==> src/rtl/dkong_pkg.sv <==
// dkong_pkg: shared ROM download constants and loader state type
package dkong_pkg;
  localparam int ROM_AW = 19;
  localparam int ROM_DW = 8;
  localparam int unsigned IMG_LEN = 'h0E000;
  typedef enum logic [2:0] {IDLE, ACCEPT, WRITE, GAP, DONE} loader_state_t;
endpackage

==> src/rtl/dkong_gap_timer.sv <==
// dkong_gap_timer: loadable down-counter with zero flag for write cadence
module dkong_gap_timer #(
  parameter int W = 4
) (
  input  logic         I_CLK_24576M,
  input  logic         I_RESET,
  input  logic         load,
  input  logic [W-1:0] val,
  output logic         zero
);
  logic [W-1:0] cnt;
  always_ff @(posedge I_CLK_24576M)
    if (I_RESET) cnt <= '0;
    else if (load) cnt <= val;
    else if (!zero) cnt <= cnt - 1'b1;
  assign zero = cnt == '0;
endmodule

==> src/rtl/dkong_rom_loader.sv <==
// dkong_rom_loader: ready/valid byte stream to ROM RAM download port with checksum
module dkong_rom_loader
  import dkong_pkg::*;
#(
  parameter int unsigned BASE   = 0,
  parameter int unsigned LENGTH = IMG_LEN,
  parameter int unsigned WR_GAP = 1
) (
  input  logic              I_CLK_24576M,
  input  logic              I_RESET,
  input  logic              I_START,
  input  logic              I_ABORT,
  input  logic [ROM_DW-1:0] I_DAT,
  input  logic              I_VALID,
  output logic              O_READY,
  output logic [ROM_AW-1:0] dn_addr,
  output logic [ROM_DW-1:0] dn_data,
  output logic              dn_wr,
  output logic              O_BUSY,
  output logic              O_DONE,
  output logic              O_ERR,
  output logic [ROM_DW-1:0] O_CSUM
);
  localparam logic [ROM_AW:0] LEN    = (ROM_AW + 1)'(LENGTH);
  localparam logic [3:0]      GAP_LD = 4'(WR_GAP - 1);
  if (BASE + LENGTH > (1 << ROM_AW) || LENGTH == 0 || WR_GAP > 15) begin : g_bad_params
    $error("dkong_rom_loader: BASE/LENGTH/WR_GAP out of range");
  end
  loader_state_t   state;
  logic [ROM_AW:0] cnt;
  logic [ROM_AW:0] cnt_inc;
  logic            gap_zero;
  assign cnt_inc = cnt + 1'b1;
  dkong_gap_timer #(.W(4)) u_gap (
    .I_CLK_24576M(I_CLK_24576M),
    .I_RESET     (I_RESET),
    .load        (state == WRITE),
    .val         (GAP_LD),
    .zero        (gap_zero)
  );
  // The byte in WRITE is already on the RAM port, so it counts even if aborted.
  always_ff @(posedge I_CLK_24576M)
    if (I_RESET) begin
      state   <= IDLE;
      cnt     <= '0;
      dn_addr <= '0;
      dn_data <= '0;
      dn_wr   <= 1'b0;
      O_READY <= 1'b0;
      O_BUSY  <= 1'b0;
      O_DONE  <= 1'b0;
      O_ERR   <= 1'b0;
      O_CSUM  <= '0;
    end else begin
      dn_wr <= 1'b0;
      if (state == WRITE) begin
        O_CSUM <= O_CSUM + dn_data;
        cnt    <= cnt_inc;
      end
      if (O_BUSY && I_ABORT) begin
        state   <= IDLE;
        O_READY <= 1'b0;
        O_BUSY  <= 1'b0;
        O_DONE  <= 1'b0;
        O_ERR   <= 1'b1;
      end else if (!O_BUSY && I_START) begin
        state   <= I_ABORT ? IDLE : ACCEPT;
        O_READY <= !I_ABORT;
        O_BUSY  <= !I_ABORT;
        O_ERR   <= I_ABORT;
        O_DONE  <= 1'b0;
        O_CSUM  <= '0;
        cnt     <= '0;
      end else begin
        case (state)
          ACCEPT: if (I_VALID) begin
            dn_data <= I_DAT;
            dn_addr <= ROM_AW'(BASE + cnt);
            dn_wr   <= 1'b1;
            O_READY <= 1'b0;
            state   <= WRITE;
          end
          WRITE: if (cnt_inc == LEN) begin
            state  <= DONE;
            O_BUSY <= 1'b0;
            O_DONE <= 1'b1;
          end else if (WR_GAP == 0) begin
            state   <= ACCEPT;
            O_READY <= 1'b1;
          end else state <= GAP;
          GAP: if (gap_zero) begin
            state   <= ACCEPT;
            O_READY <= 1'b1;
          end
          default: ;
        endcase
      end
    end
endmodule
==> config.mk <==
export PLATFORM = sky130hd
export DESIGN_NAME = dkong_rom_loader
export DESIGN_NICKNAME = d
export VERILOG_FILES = /design/src/rtl/dkong_pkg.sv /design/src/rtl/dkong_gap_timer.sv /design/src/rtl/dkong_rom_loader.sv
export SDC_FILE = /design/constraint.sdc
export NUM_CORES = 1
export LEC_CHECK = 0
export ABC_AREA = 1
export BUFFER_PORTS_ARGS = -buffer_cell sky130_fd_sc_hd__buf_2
export CAP_MARGIN = 10
export CORE_MARGIN = 2
export CORE_UTILIZATION = 63
export CTS_BUF_LIST = sky130_fd_sc_hd__clkbuf_4
export CTS_CLUSTER_SIZE = 20
export DETAILED_ROUTE_END_ITERATION = 8
export PLACE_DENSITY = 0.87
export SYNTH_ARGS = -nofsm -noshare
export SYNTH_HDL_FRONTEND = slang
export SYNTH_HIERARCHICAL = 1
export SYNTH_SLANG_ARGS = --single-unit
==> constraint.sdc <==
create_clock -name I_CLK_24576M -period 3.5 [get_ports I_CLK_24576M]
set_clock_uncertainty 0.05 [all_clocks]
set_input_delay 0.175 -clock I_CLK_24576M [delete_from_list [all_inputs] [get_ports I_CLK_24576M]]
set_output_delay 0.175 -clock I_CLK_24576M [all_outputs]
set_load 0.1 [all_outputs]
# Word-level counts from Yosys, hierarchy flattened
# Index checks and enable logic that the tools add are counted.
# word_totals
regBits	67
latchBits	0
ram_bits	0
mem_bits_ro	0
in_bits	13
out_inout_bits	40
wordCells	64
mem_count	0
# op_classes
add_sub_neg	3
multipliers	0
div	0
magnitude_cmp	0
n_eq_ne	6
shifts	0
mux	22
n_bitwise	3
n_reduce_logical	19
# op_table
cell	n
$mux W20	3
$mux W8	3
$add A20 B1 Y20 const B	1
$eq A20 B16 Y1 const B	1
$mux W3	4
$mux W1	10
$pmux W3 S3	1
$add A8 B8 Y8	1
$eq A3 B2 Y1 const B	2
$ne A3 B3 Y1 const B	2
$reduce_and A3 Y1	2
$reduce_bool A2 Y1	3
$logic_not A4 Y1	1
$reduce_and A2 Y1	2
$reduce_and A4 Y1	1
$reduce_bool A4 Y1	1
$reduce_or A2 Y1	2
$reduce_or A4 Y1	1
$sub A4 B1 Y4 const B	1
$eq A3 B1 Y1 const B	1
$not A1 Y1	3
$reduce_bool A3 Y1	1
$reduce_or A3 Y1	1
$logic_and A1 B1 Y1	2
2 further kinds	3

# Logic depth before layout (Yosys ltp)
# Gate-level depths: netlist of run 1.
# logic_depth
ltp_word	5
mapped_depth	14
ltp_nobuf	14

# Modules after synthesis
# Netlist of run 1, hierarchy kept.
# modules_own_cells
module	n_inst	cells_per_inst	area_per_inst_um2	seq_area_each_um2
dkong_rom_loader	1	451	3154.3	1261.2
dkong_gap_timer	1	42	256.5	80.1

# Least setup slack after synthesis of run 1
# Ideal clock, no wire load.
# synth_timing
kind	flip-flop to flip-flop
startpoint	register O_CSUM[2]
endpoint	register O_CSUM[7]
setup_time_ns	0.124
t_arrival_ns	2.177
required_ns	3.326
setup_slack_ns	1.149
path_stages_with_launch	10
n_path_buf	0
synth_period_minus_slack_ns	2.351
cell_sequence	dfxtp_1 -> ha_1 -> a21oi_1 -> nand2_1 -> nand4_1 -> nand2_1 -> a21oi_1 -> o21ai_0 -> o21ai_0 -> a21oi_1
# synth_via
elab_chain_len	4
# synth_lines
item	line	source
start, declared	dkong_rom_loader.sv:22	output logic [ROM_DW-1:0] O_CSUM
start signal, assigned	dkong_rom_loader.sv:57	O_CSUM <= O_CSUM + dn_data;
$add A8 B8 Y8 *	dkong_rom_loader.sv:57	
$mux W8 *	dkong_rom_loader.sv:56	if (state == WRITE) begin
$mux W8	dkong_rom_loader.sv:66	end else if (!O_BUSY && I_START) begin
$mux W8 *	dkong_rom_loader.sv:60	if (O_BUSY && I_ABORT) begin
# Every way passes the cells marked *; elsewhere a longest branch is shown, timed or not.
# A chain may end at the register's enable or synchronous reset.

# Final worst setup path of run 1
# layout_timing
startpoint	register state[0]
endpoint	register dn_addr[15]
# layout_via
elab_chain_len	2
# layout_lines
item	line	source
start, declared	dkong_rom_loader.sv:29	loader_state_t state;
start signal, assigned	dkong_rom_loader.sv:67	state <= I_ABORT ? IDLE : ACCEPT;
$eq A3 B1 Y1	dkong_rom_loader.sv:75	case (state)
$reduce_and A4 Y1 (no line)	-	
end signal, assigned	dkong_rom_loader.sv:78	dn_addr <= ROM_AW'(BASE + cnt);
end, declared	dkong_rom_loader.sv:16	output logic [ROM_AW-1:0] dn_addr,
# No other way between the ends.

==> summary.md, run 1 <==
| Metric | Value |
|---|---|
| YS warnings | 6 |
| Largest cells by area after synthesis | dfxtp_1, nand2_1, o21ai_0 |
| Slew margin rel. | 48.49% |
| Layout area overhead | 16.21% |
| Status | finished clean |
| Total Routing Usage GR | 29.24% |
| Combinational share of power | 32.5% |
| Pre-Repair DR Iteration Count | 6 |
| Post-DR wirelength/cell | 13.02 µm |
| Die area | 0.006019 mm² |
| Max Fclk | 445.5 MHz |
| CP max FO | 41 |
| Clock buffer depth | 2 |
| Synth top area share | 39.33% |
| GP Congestion | 0.8424 |
| Worst skew pair latency | 0.40 ns |
| NumNets Final | 581 |
| Max-cap viol count | 0 |
| Post-synthesis instance total | 493 |
| Yosys cell types | 33 |
| Yosys top cell by area | dfxtp_1 |
| # port buffers | 52 |
| Startpoint Class | flop |
| Num ports | 53 |
| Worst setup EP type | flop |
| Cts bufs inserted | 9 |
| RSZ-0062 raised after global routing | false |
| Sequential share of power | 43.7% |
| Post-CTS resize count | 0 |
| Gr ovfl total | 0 |
| Worst Path Arrival | 2.51 ns |
| CP Data Required Time | 3.77 ns |
| WP buf/inv | 4 |
| Slew @ Worst Pin | 0.7717 ns |
| Final Max Tran Viols | 0 |
| Pwr Density | 521.8 mW/mm² |
| Via density | 5.415 |
| Rows | 26 |
| Antenna fix cells | 0 |
| Sequential-to-total area share from yosys stat | 39.33% |
| Sink Count | 67 |
| Worst path cell trace | inv_1 > nor2_1 > nand2_1 > inv_1 > nand3_1 > clkinv_1 > buf_4 > o21ai_0 > a21oi_1 |
| Total setup buffers inserted after CTS | 0 |
| Synth Area per Inst | 6.918 µm² |
| CTS tree | yes |
| Hold WC Path Type | in -> reg |
| Share of cells above drive strength 1 | 16.55% |
| Yosys reg bits | 67 |
| Cell mode on critical path | inv_1 |
| Final Hold Fails | 0 |
| HPWL Detailed | 5.887 mm |
| Cts hold-fix bufs | 9 |
| H-tree Lvls | 3 |
| Worst-case vdd ir drop | 0.0002704 V |
| Lkg Pwr | 0.001906 µW |
| Vias | 3422 |
| DRC viols | 0 |
| Int Power | 1243 µW |
| Chip height | 77.58 µm |
| Setup violators final | 0 |
| Pin count of the biggest net entering global routing | 42 |
| Final wirelength | 8.228 mm |
| P_sw | 824.8 µW |
| Vias in the first global route | 3243 |
| Setup TNS | 0 ns |
| Crit path kind | reg -> reg |
| Netlist Area Pre-Place | 0.003411 mm² |
| Slowest-stage cell, CP | dfxtp_1 |
| Commonest cells after routing, fill and taps aside | nand2_1, inv_1, dfxtp_1 |
| Clk slew on worst S/H paths | 0.10 ns |
| Most common cell after layout, fill and taps aside | nand2_1 |
| Reg2Reg Setup Slack | 1.26 ns |
| Min Hold Slack | 0.07789 ns |
| Initial core utilization | 65.94% |
| Die X | 77.58 µm |
| Min Tclk post-route | 2.245 ns |
| First-pass GRT wire length | 14.16 mm |
| Family with the most delay on the worst path | buffers and inverters |
| CTS root buf | clkbuf_4 |
| Final period util | 64.14% |
| DRT iter0 DRCs | 257 |
| Routed Antenna Nets | 0 |
| Antenna violations before repair | 0 |
| Clock Power Share | 23.9% |
| Largest incremental delay on the critical path | 0.43 ns |
| Switching Share | 39.88% |
| Core footprint | 0.005172 mm² |
## layer usage
metal  GRT usage [%]  vias to the layer above  wire length, µm  part of all wire, %
met5               0                        -                0                    0
met4           12.68                        0              122                  1.5
met3           5.581                       18              456                  5.5
met2           50.52                      121             4029                   49
met1           35.25                     1559             3620                   44
li1                -                     1724                -                    -
## layout make-up
type	instances	area [µm²]
Sequential cell	67	1341
Multi-Input combinational cell	343	1760
Clock buffer	12	90.09
Fill cell	386	1209
Timing Repair Buffer	64	372.9
Inverter	72	270.3
Clock inverter	4	41.29
Tap cell	70	87.58
## tightest hold or removal path, cell delays in order
cell	delay [ns]
buf_2	0.10
nor2_1	0.08
inv_1	0.07
a21oi_1	0.06
## state kept, by name (all words and copies together) (netlist names)
signal	flops
O_ERR	1
cnt	20
dn_data	8
O_DONE	1
O_READY	1
dn_addr	19
state	3
O_BUSY	1
dn_wr	1
O_CSUM	8
u_gap/cnt	4
## through the flow
step           total power [µW]  utilization (%)  cells  area, µm²  setup slack, ns
2_1_floorplan              1445                -    496       3422            1.149
3_3_place_gp               1552            72.35    607       3742            1.429
3_5_place_dp               1572            72.35    607       3742            1.349
4_1_cts                    2063            76.63    632       3964            1.310
5_1_grt                    2190            76.63    632       3964           0.9976
6_report                   2068            76.63    632       3964            1.255
## synth_stat cells (all sizes together)
| library cell | count |
|---|---|
| nand3b | 2 |
| nand3 | 23 |
| xnor2 | 2 |
| o21bai | 2 |
| xor2 | 2 |
| ha | 10 |
| inv | 71 |
| a31oi | 1 |
| a21oi | 56 |
| nand4 | 8 |
| nor2 | 68 |
| clkbuf | 14 |
| a211oi | 1 |
| nand2 | 89 |
| clkinv | 1 |
| o211ai | 7 |
| or2 | 3 |
| dfxtp | 67 |
| nor3 | 3 |
| o21a | 2 |
| conb | 1 |
| fa | 1 |
| o21ai | 59 |
## power by group through the flow
stage | logic (µW) | registers, µW | clock network (µW)
finish | 671 | 903 | 493
global route | 739 | 915 | 536
CTS | 662 | 902 | 499
detailed placement | 654 | 918 | 0
global placement | 636 | 917 | 0
floorplan | 324 | 1120 | 0
## worst paths after layout
| path | from | end | cells past startpoint |
|---|---|---|---|
| setup / recovery | state[0]$_SDFFE_PP0P_ | dn_addr[15]$_SDFFE_PP0P_ | 9 |
| hold / removal | I_ABORT | O_BUSY$_SDFFE_PP0P_ | 4 |
| hold reg to reg | O_ERR$_SDFFE_PP0N_ | O_ERR$_SDFFE_PP0N_ | 2 |
| setup reg to reg | state[0]$_SDFFE_PP0P_ | dn_addr[15]$_SDFFE_PP0P_ | 9 |
## cells by family (layout without fill, tap and decap cells)
kind of cell | Yosys count | count (layout) | synth area share (%)
AOI/OAI and AO/OA | 128 | 128 | 19.81
other | 1 | 4 | 0.1099
adders and majority gates | 11 | 11 | 4.255
and+or+nand+nor | 196 | 196 | 26.01
xor gates and xnor gates | 4 | 4 | 1.027
DFF | 67 | 67 | 39.33
buffers and inverters | 86 | 152 | 9.464
No activity file was read; power rests on OpenSTA's default activity.
==> inputs of run 2 (changes only) <==
--- a/config.mk
+++ b/config.mk
@@ -9,11 +9,11 @@
 export BUFFER_PORTS_ARGS = -buffer_cell sky130_fd_sc_hd__buf_2
 export CAP_MARGIN = 10
 export CORE_MARGIN = 2
-export CORE_UTILIZATION = 63
+export CORE_UTILIZATION = 53
 export CTS_BUF_LIST = sky130_fd_sc_hd__clkbuf_4
 export CTS_CLUSTER_SIZE = 20
 export DETAILED_ROUTE_END_ITERATION = 8
-export PLACE_DENSITY = 0.87
+export PLACE_DENSITY = 0.78
 export SYNTH_ARGS = -nofsm -noshare
 export SYNTH_HDL_FRONTEND = slang
 export SYNTH_HIERARCHICAL = 1
==> constraint.sdc (replaced) <==
create_clock -name I_CLK_24576M -period 2.04 [get_ports I_CLK_24576M]
set_clock_uncertainty 0.05 [all_clocks]
set_input_delay 0.102 -clock I_CLK_24576M [delete_from_list [all_inputs] [get_ports I_CLK_24576M]]
set_output_delay 0.102 -clock I_CLK_24576M [all_outputs]
set_load 0.1 [all_outputs]
==> run 2 against run 1 <==
Effect of this change:
- sequential cell count unchanged
- design area up 4.4%
- critical path depth up 5
- die area up 18%
- combinational power up 76%
- via count down 0.38%
- total power up 74%
- critical endpoint is now state[1]$_SDFFE_PP0P_
- largest cell class unchanged
- largest power group unchanged
==> summary.md, run 2 (synthesized netlist as in run 1, its figures left out) <==
| Metric | Value |
|---|---|
| First-pass GRT wire length | 13.93 mm (-1.6%) |
| Setup violators final | 0 (unchanged) |
| CP Data Required Time | 2.29 ns (-1.48 ns) |
| Num ports | 53 (unchanged) |
| Antenna violations before repair | 0 (unchanged) |
| Final Hold Fails | 0 (unchanged) |
| Max reg flops | 20 (unchanged) |
| CTS tree | yes |
| Pin count of the biggest net entering global routing | 36 (-14%) |
| Vias in the first global route | 3259 (+0.49%) |
| Final wirelength | 7.992 mm (-2.9%) |
| Worst path cell trace | ha_2 > nand2_2 > nor2_4 > nand2_2 > inv_2 > nand2_2 > nor2_2 > nor2_1 > nor2_2 > nand2_2 > nor2_4 > nand3_2 > nand2_1 > a21oi_1 |
| GP Congestion | 0.8886 (+5.5%) |
| Reg2Reg Setup Slack | 0.11 ns (-1.15 ns) |
| Rows | 29 (+12%) |
| Family with the most delay on the worst path | simple AND/OR/NAND/NOR gates |
| Most common cell after layout, fill and taps aside | nand2_1 |
| H-tree Lvls | 3 (unchanged) |
| Via density | 5.237 (-3.3%) |
| Cell mode on critical path | nand2_2 |
| WP buf/inv | 1 (-3) |
| HPWL Detailed | 5.631 mm (-4.4%) |
| Worst setup EP type | flop |
| RSZ-0062 raised after global routing | true |
| Slowest-stage cell, CP | dfxtp_2 |
| Layout area overhead | 21.28% |
| CTS root buf | clkbuf_4 |
| Share of cells above drive strength 1 | 22.30% (+5.8 points) |
| Gr ovfl total | 0 (unchanged) |
| Area after DPL | 0.003842 mm² (+2.7%) |
| Clk slew on worst S/H paths | 0.10 ns (about the same) |
| Status | finished clean |
| Die area | 0.007093 mm² (+18%) |
| Largest registers | cnt (20), dn_addr (19) |
| Fin util | 65.90% (-11 points) |
| Pwr Density | 870.4 mW/mm² (+67%) |
| Routed Antenna Nets | 0 (unchanged) |
| Worst skew pair latency | 0.40 ns (about the same) |
| Commonest cells after routing, fill and taps aside | nand2_1, inv_1, o21ai_0 |
| Setup TNS | 0 ns (unchanged) |
| Worst Path Arrival | 2.18 ns (-0.33 ns) |
| Chip height | 84.22 µm (+8.6%) |
| Clock buffer depth | 2 (unchanged) |
| Lkg Pwr | 0.001981 µW (+3.9%) |
| Initial core utilization | 54.34% (-12 points) |
| Max-cap viol count | 0 (unchanged) |
| Sink Count | 67 (unchanged) |
| Largest incremental delay on the critical path | 0.35 ns (-0.08 ns) |
| Hold WC Path Type | in -> reg |
| DRC viols | 0 (unchanged) |
| Total Routing Usage GR | 23.64% (-5.6 points) |
| Antenna fix cells | 0 (unchanged) |
| Vias | 3409 (-0.38%) |
| Pwr Total | 3600 µW (+74%) |
| Crit path kind | reg -> reg |
| Min Tclk post-route | 1.935 ns (-0.3102 ns) |
| Core footprint | 0.006277 mm² (+21%) |
| Die X | 84.22 µm (+8.6%) |
| Startpoint Class | flop |
| Final Max Tran Viols | 0 (unchanged) |
| CP max FO | 5 (-88%) |
| Max Fclk | 516.9 MHz (+16%) |
| NumNets Final | 593 (+2.1%) |
| Final period util | 94.83% (+31 points) |
| Top reg by flops | cnt |
| Cts bufs inserted | 9 (unchanged) |
| DRT iter0 DRCs | 205 (-20%) |
| Post-DR wirelength/cell | 12.28 µm (-5.7%) |
| Pre-Repair DR Iteration Count | 8 (+2) |
| Worst-case vdd ir drop | 0.0005777 V (+110%) |
| Design area | 0.004136 mm² (+4.4%) |
| # port buffers | 52 (unchanged) |
run 2: cell types whose count changed in the layout (fill, tap and decap cells not counted), moves of 2 or more:
cell      change
buf_4        +10
clkinv_1      -2
dfxtp_1      -14
dfxtp_2      +14
ha_1          -2
ha_2          +2
nor2_1        -3
nor2_4        +2
run 2: repair_timing:
item / in CTS / in global routing
hold buffers: 10 / 0
setup endpoints to repair: 0 / 6
endpoints found under the hold margin: 12 / 0
buffers inserted: 0 / 2
resized for setup: 0 / 15
run 2: where the power goes:
part           internal, µW  switching, µW  leakage (µW)
clock network           425            443     0.0000794
logic                   324            858       0.00135
registers              1440            107      0.000551
total                  2190           1410       0.00198
run 2: metal layers:
metal | wire length (µm) | global-route usage (%) | vias up | part of all wire, %
li1 | - | - | 1754 | -
met2 | 3734 | 40.12 | 99 | 47
met4 | 132 | 10.70 | 0 | 1.7
met3 | 471 | 4.130 | 13 | 5.9
met1 | 3654 | 29.30 | 1543 | 46
met5 | 0 | 0 | - | 0
run 2: cell type report:
cell class,count,area [µm²]
clock buffers,13,97.59
flip-flops and latches,67,1359
multi-input cells,343,1797
repair buffers,76,478.0
inverters,72,270.3
well taps,77,96.34
fillers,533,2141
clock inverters,3,38.79
run 2: worst paths after layout:
kind | from | to | depth (start not counted)
worst max-delay path | cnt[0]$_SDFF_PP0_ | state[1]$_SDFFE_PP0P_ | 14
worst min-delay path | I_START | O_ERR$_SDFFE_PP0N_ | 5
worst max register to register | cnt[0]$_SDFF_PP0_ | state[1]$_SDFFE_PP0P_ | 14
worst min register to register | O_CSUM[0]$_SDFF_PP0_ | O_CSUM[0]$_SDFF_PP0_ | 2
run 2: through the flow:
stage                     setup WS (ns)  instances  hold WS, ns
after floorplan                 -0.2239        496       0.1211
after global placement           0.1091        623       0.2983
after detailed placement        0.02874        623       0.3110
after CTS                       0.02048        649       0.1109
after global routing           -0.02021        651       0.1618
final                            0.1054        651       0.1255
run 2: worst reg2reg max path, cell delays in order, from the launching register on:
cell     delay (ns)
dfxtp_2        0.35
ha_2           0.21
nand2_2        0.09
nor2_4         0.17
nand2_2        0.09
inv_2          0.07
nand2_2        0.08
nor2_2         0.09
nor2_1         0.05
nor2_2         0.13
nand2_2        0.08
nor2_4         0.13
nand3_2        0.10
nand2_1        0.08
a21oi_1        0.07
==> inputs of run 3 (changes only) <==
--- a/config.mk
+++ b/config.mk
@@ -5,7 +5,6 @@
 export SDC_FILE = /design/constraint.sdc
 export NUM_CORES = 1
 export LEC_CHECK = 0
-export ABC_AREA = 1
 export BUFFER_PORTS_ARGS = -buffer_cell sky130_fd_sc_hd__buf_2
 export CAP_MARGIN = 10
 export CORE_MARGIN = 2
==> run 3 against run 2 <==
Effect of this change:
- critical endpoint is now state[2]$_SDFFE_PP0P_
- design area grew 9.1%
- critical path depth fell by 7
- largest cell class unchanged
- wire length increased by 15%
- core utilization increased by 6.0 points
- the run now ends with setup timing left
- count of clock-buffer cells in the layout decreased by 3
- total power shrank 22%
- synthesized area is 0.29% lower
==> summary.md, run 3 <==
| Metric | Value |
|---|---|
| Status | finished, violations left |
| Failing checks | setup timing |
| Top-count cell post-synth | nand2_1 |
| Most common cell after layout, fill and taps aside | nand2_1 |
| Die X | 84.11 µm (-0.14%) |
| CP Data Required Time | 2.34 ns (+0.05 ns) |
| Share of cells above drive strength 1 | 33.33% (+11 points) |
| Slowest-stage cell, CP | or4_4 |
| Synth top area share | 39.44% (+0.12 points) |
| Worst skew pair latency | 0.42 ns (+0.02 ns) |
| Crit path kind | reg -> reg |
| Routed Antenna Nets | 0 (unchanged) |
| Worst slack at placement | -0.06979 ns (-0.09853 ns) |
| Worst Path Arrival | 2.40 ns (+0.22 ns) |
| WP buf/inv | 0 (-1) |
| CTS root buf | clkbuf_4 |
| Worst Setup SP | cnt[1]$_SDFF_PP0_ |
| RSZ-0062 raised after global routing | true |
| R2R depth | 7 (-7) |
| Hold Crit Endpoint | O_BUSY$_SDFFE_PP0P_ |
| Top reg by flops | cnt |
| Final Max Tran Viols | 0 (unchanged) |
| Worst reg2reg path startpoint | cnt[1]$_SDFF_PP0_ |
| Antenna fix cells | 0 (unchanged) |
| Final period util | 102.9% (+8.0 points) |
| Post-synth top cells | nand2_1, dfxtp_1, a21oi_1, nor2_1, nand3_1 |
| Commonest cells after routing, fill and taps aside | nand2_1, buf_2, a21oi_1 |
| # port buffers | 52 (unchanged) |
| DRT iter0 DRCs | 198 (-3.4%) |
| Largest incremental delay on the critical path | 0.43 ns (+0.08 ns) |
| Area after DPL | 0.004076 mm² (+6.1%) |
| Num ports | 53 (unchanged) |
| Cell depth of the worst hold path | 4 (-1) |
| Rows | 29 (unchanged) |
| H-tree Lvls | 3 (unchanged) |
| Worst-case vdd ir drop | 0.0004887 V (-15%) |
| Worst setup EP type | flop |
| Placed Instances | 581 (-6.7%) |
| Clock buffer depth | 2 (unchanged) |
| Setup violators final | 4 (+4) |
| Post-DR wirelength/cell | 14.98 µm (+22%) |
| Asr flop ratio synth | 0% (unchanged) |
| Die area | 0.007074 mm² (-0.27%) |
| GP Congestion | 0.8867 (-0.21%) |
| Vias | 3413 (+0.12%) |
| Sink Count | 67 (unchanged) |
| CP Depth | 7 (-7) |
| Reg2Reg Setup Slack | -0.06 ns (-0.16 ns) |
| Hold WC Path Type | in -> reg |
| Max Fclk | 476.5 MHz (-7.8%) |
| Min Hold Slack | 0.02087 ns (-0.1046 ns) |
| Layout area overhead | 32.71% |
| Post-synth EDFFs | 0 (unchanged) |
| CTS tree | yes |
| YS warnings | 6 (unchanged) |
| Sequential-to-total area share from yosys stat | 39.44% (+0.12 points) |
| HPWL Detailed | 6.361 mm (+13%) |
| DRC viols | 0 (unchanged) |
| Setup TNS | -0.1361 ns (-0.1361 ns) |
| Yosys cell types | 63 (+91%) |
| Vias in the first global route | 3180 (-2.4%) |
| Worst path cell trace | ha_4 > a211o_1 > a2111o_1 > a21boi_2 > nor2_1 > or4_4 > o21ai_1 |
| RR Endpoint | state[2]$_SDFFE_PP0P_ |
| Most used flip-flop cell after synthesis | dfxtp_1 |
| Via density | 5.586 (+6.7%) |
| Pwr Density | 621.5 mW/mm² (-29%) |
| Startpoint Class | flop |
| Final wirelength | 9.153 mm (+15%) |
| Antenna violations before repair | 0 (unchanged) |
| Chip height | 84.11 µm (-0.14%) |
| First-pass GRT wire length | 14.96 mm (+7.4%) |
| Clk slew on worst S/H paths | 0.11 ns (about the same) |
| Max-cap viol count | 0 (unchanged) |
| Final cell count without fillers | 611 (-6.1%) |
| Pin count of the biggest net entering global routing | 26 (-28%) |
| Yosys top cell by area | dfxtp_1 |
| Post-synthesis instance total | 427 (-13%) |
| CP max FO | 3 (-2) |
| Family with the most delay on the worst path | compound AO/OA/AOI/OAI gates |
| Core footprint | 0.006277 mm² (unchanged) |
| Yosys reg bits | 67 (unchanged) |
| Max reg flops | 20 (unchanged) |
| Worst Hold Launch | I_ABORT |
| Lkg Pwr | 0.001810 µW (-8.6%) |
| Synth Area per Inst | 7.964 µm² (+15%) |
| Final Hold Fails | 0 (unchanged) |
| Min Tclk post-route | 2.099 ns (+0.1641 ns) |
| Largest cells by area after synthesis | dfxtp_1, nand2_1, a21oi_1 |
| Initial core utilization | 54.18% (-0.16 points) |
| Cts bufs inserted | 9 (unchanged) |
| NumNets Final | 553 (-6.7%) |
| Min setup slack post-route | -0.05869 ns (-0.1641 ns) |
| Pre-Repair DR Iteration Count | 5 (-3) |
| Largest registers | cnt (20), dn_addr (19) |
| Total Routing Usage GR | 25.96% (+2.3 points) |
| Gr ovfl total | 0 (unchanged) |
| Netlist Area Pre-Place | 0.003401 mm² (-0.29%) |
| Design area | 0.004513 mm² (+9.1%) |
[run 3: cell count changes in the layout (fill, tap and decap cells not counted), moves of 7 or more]
cell / delta
inv_1: -54
o21ai_0: -45
buf_4: +33
nor2_1: -22
xnor2_1: +12
dfxtp_1: -10
dfxtp_4: +9
nand3_1: -7
nor2_2: -7
xor2_1: +7
[run 3: repair_timing]
item / in CTS / in global routing
hold buffers: 9 / 0
pin swaps: 7 / 15
resized for setup: 13 / 25
hold endpoints to repair: 16 / 0
setup endpoints to repair: 6 / 9
setup buffers: 1 / 4
[run 3: worst min-delay path: stages]
cell	delay [ns]
buf_2	0.14
nor2_1	0.05
o21ai_0	0.10
a31oi_1	0.06
[run 3: through the flow]
stage	power, µW	util [%]
floorplan	1798	-
global placement	1922	64.94
detailed placement	1952	64.94
CTS	2795	69.26
global route	2944	71.90
finish	2805	71.90
[run 3: cell type report]
class	count	area (µm²)
multi-input combinational	328	2120
clock buffer	10	75.07
clock inverter	6	57.56
sequential	67	1394
inverter	14	52.55
timing repair buffer	109	718.2
fill	484	1764
tap	77	96.34
[run 3: where the power goes]
| part | leakage [µW] | switching (µW) | internal (µW) |
|---|---|---|---|
| registers | 0.000556 | 47.3 | 1350 |
| clock network | 0.0000675 | 466 | 377 |
| logic | 0.00119 | 319 | 251 |
| total | 0.00181 | 832 | 1970 |
[run 3: logic make-up (layout without fill, tap and decap cells)]
kind of cell | count (synthesis) | after routing | share of synthesized area [%]
compound gates | 96 | 96 | 16.85
flops | 67 | 67 | 39.44
fa+ha+maj | 11 | 11 | 4.268
buf+inv | 35 | 139 | 4.304
other cells | 1 | 4 | 0.1103
simple gates | 193 | 193 | 28.74
xor+xnor | 22 | 22 | 5.666
mux | 2 | 2 | 0.6254
[run 3: how the worst max path moves through the flow]
stage                       endpoint
2_1_floorplan   O_CSUM[7]$_SDFF_PP0_
3_3_place_gp     O_DONE$_SDFFE_PP0P_
3_5_place_dp     O_BUSY$_SDFFE_PP0P_
4_1_cts        state[2]$_SDFFE_PP0P_
5_1_grt          O_DONE$_SDFFE_PP0P_
6_report       state[2]$_SDFFE_PP0P_
[run 3: per-layer routing]
layer	wire [µm]	track usage, %	up-vias
met3	521	4.055	22
met1	4106	35.44	1586
met4	188	11.14	0
li1	-	-	1684
met2	4337	40.84	121
met5	0	0	-
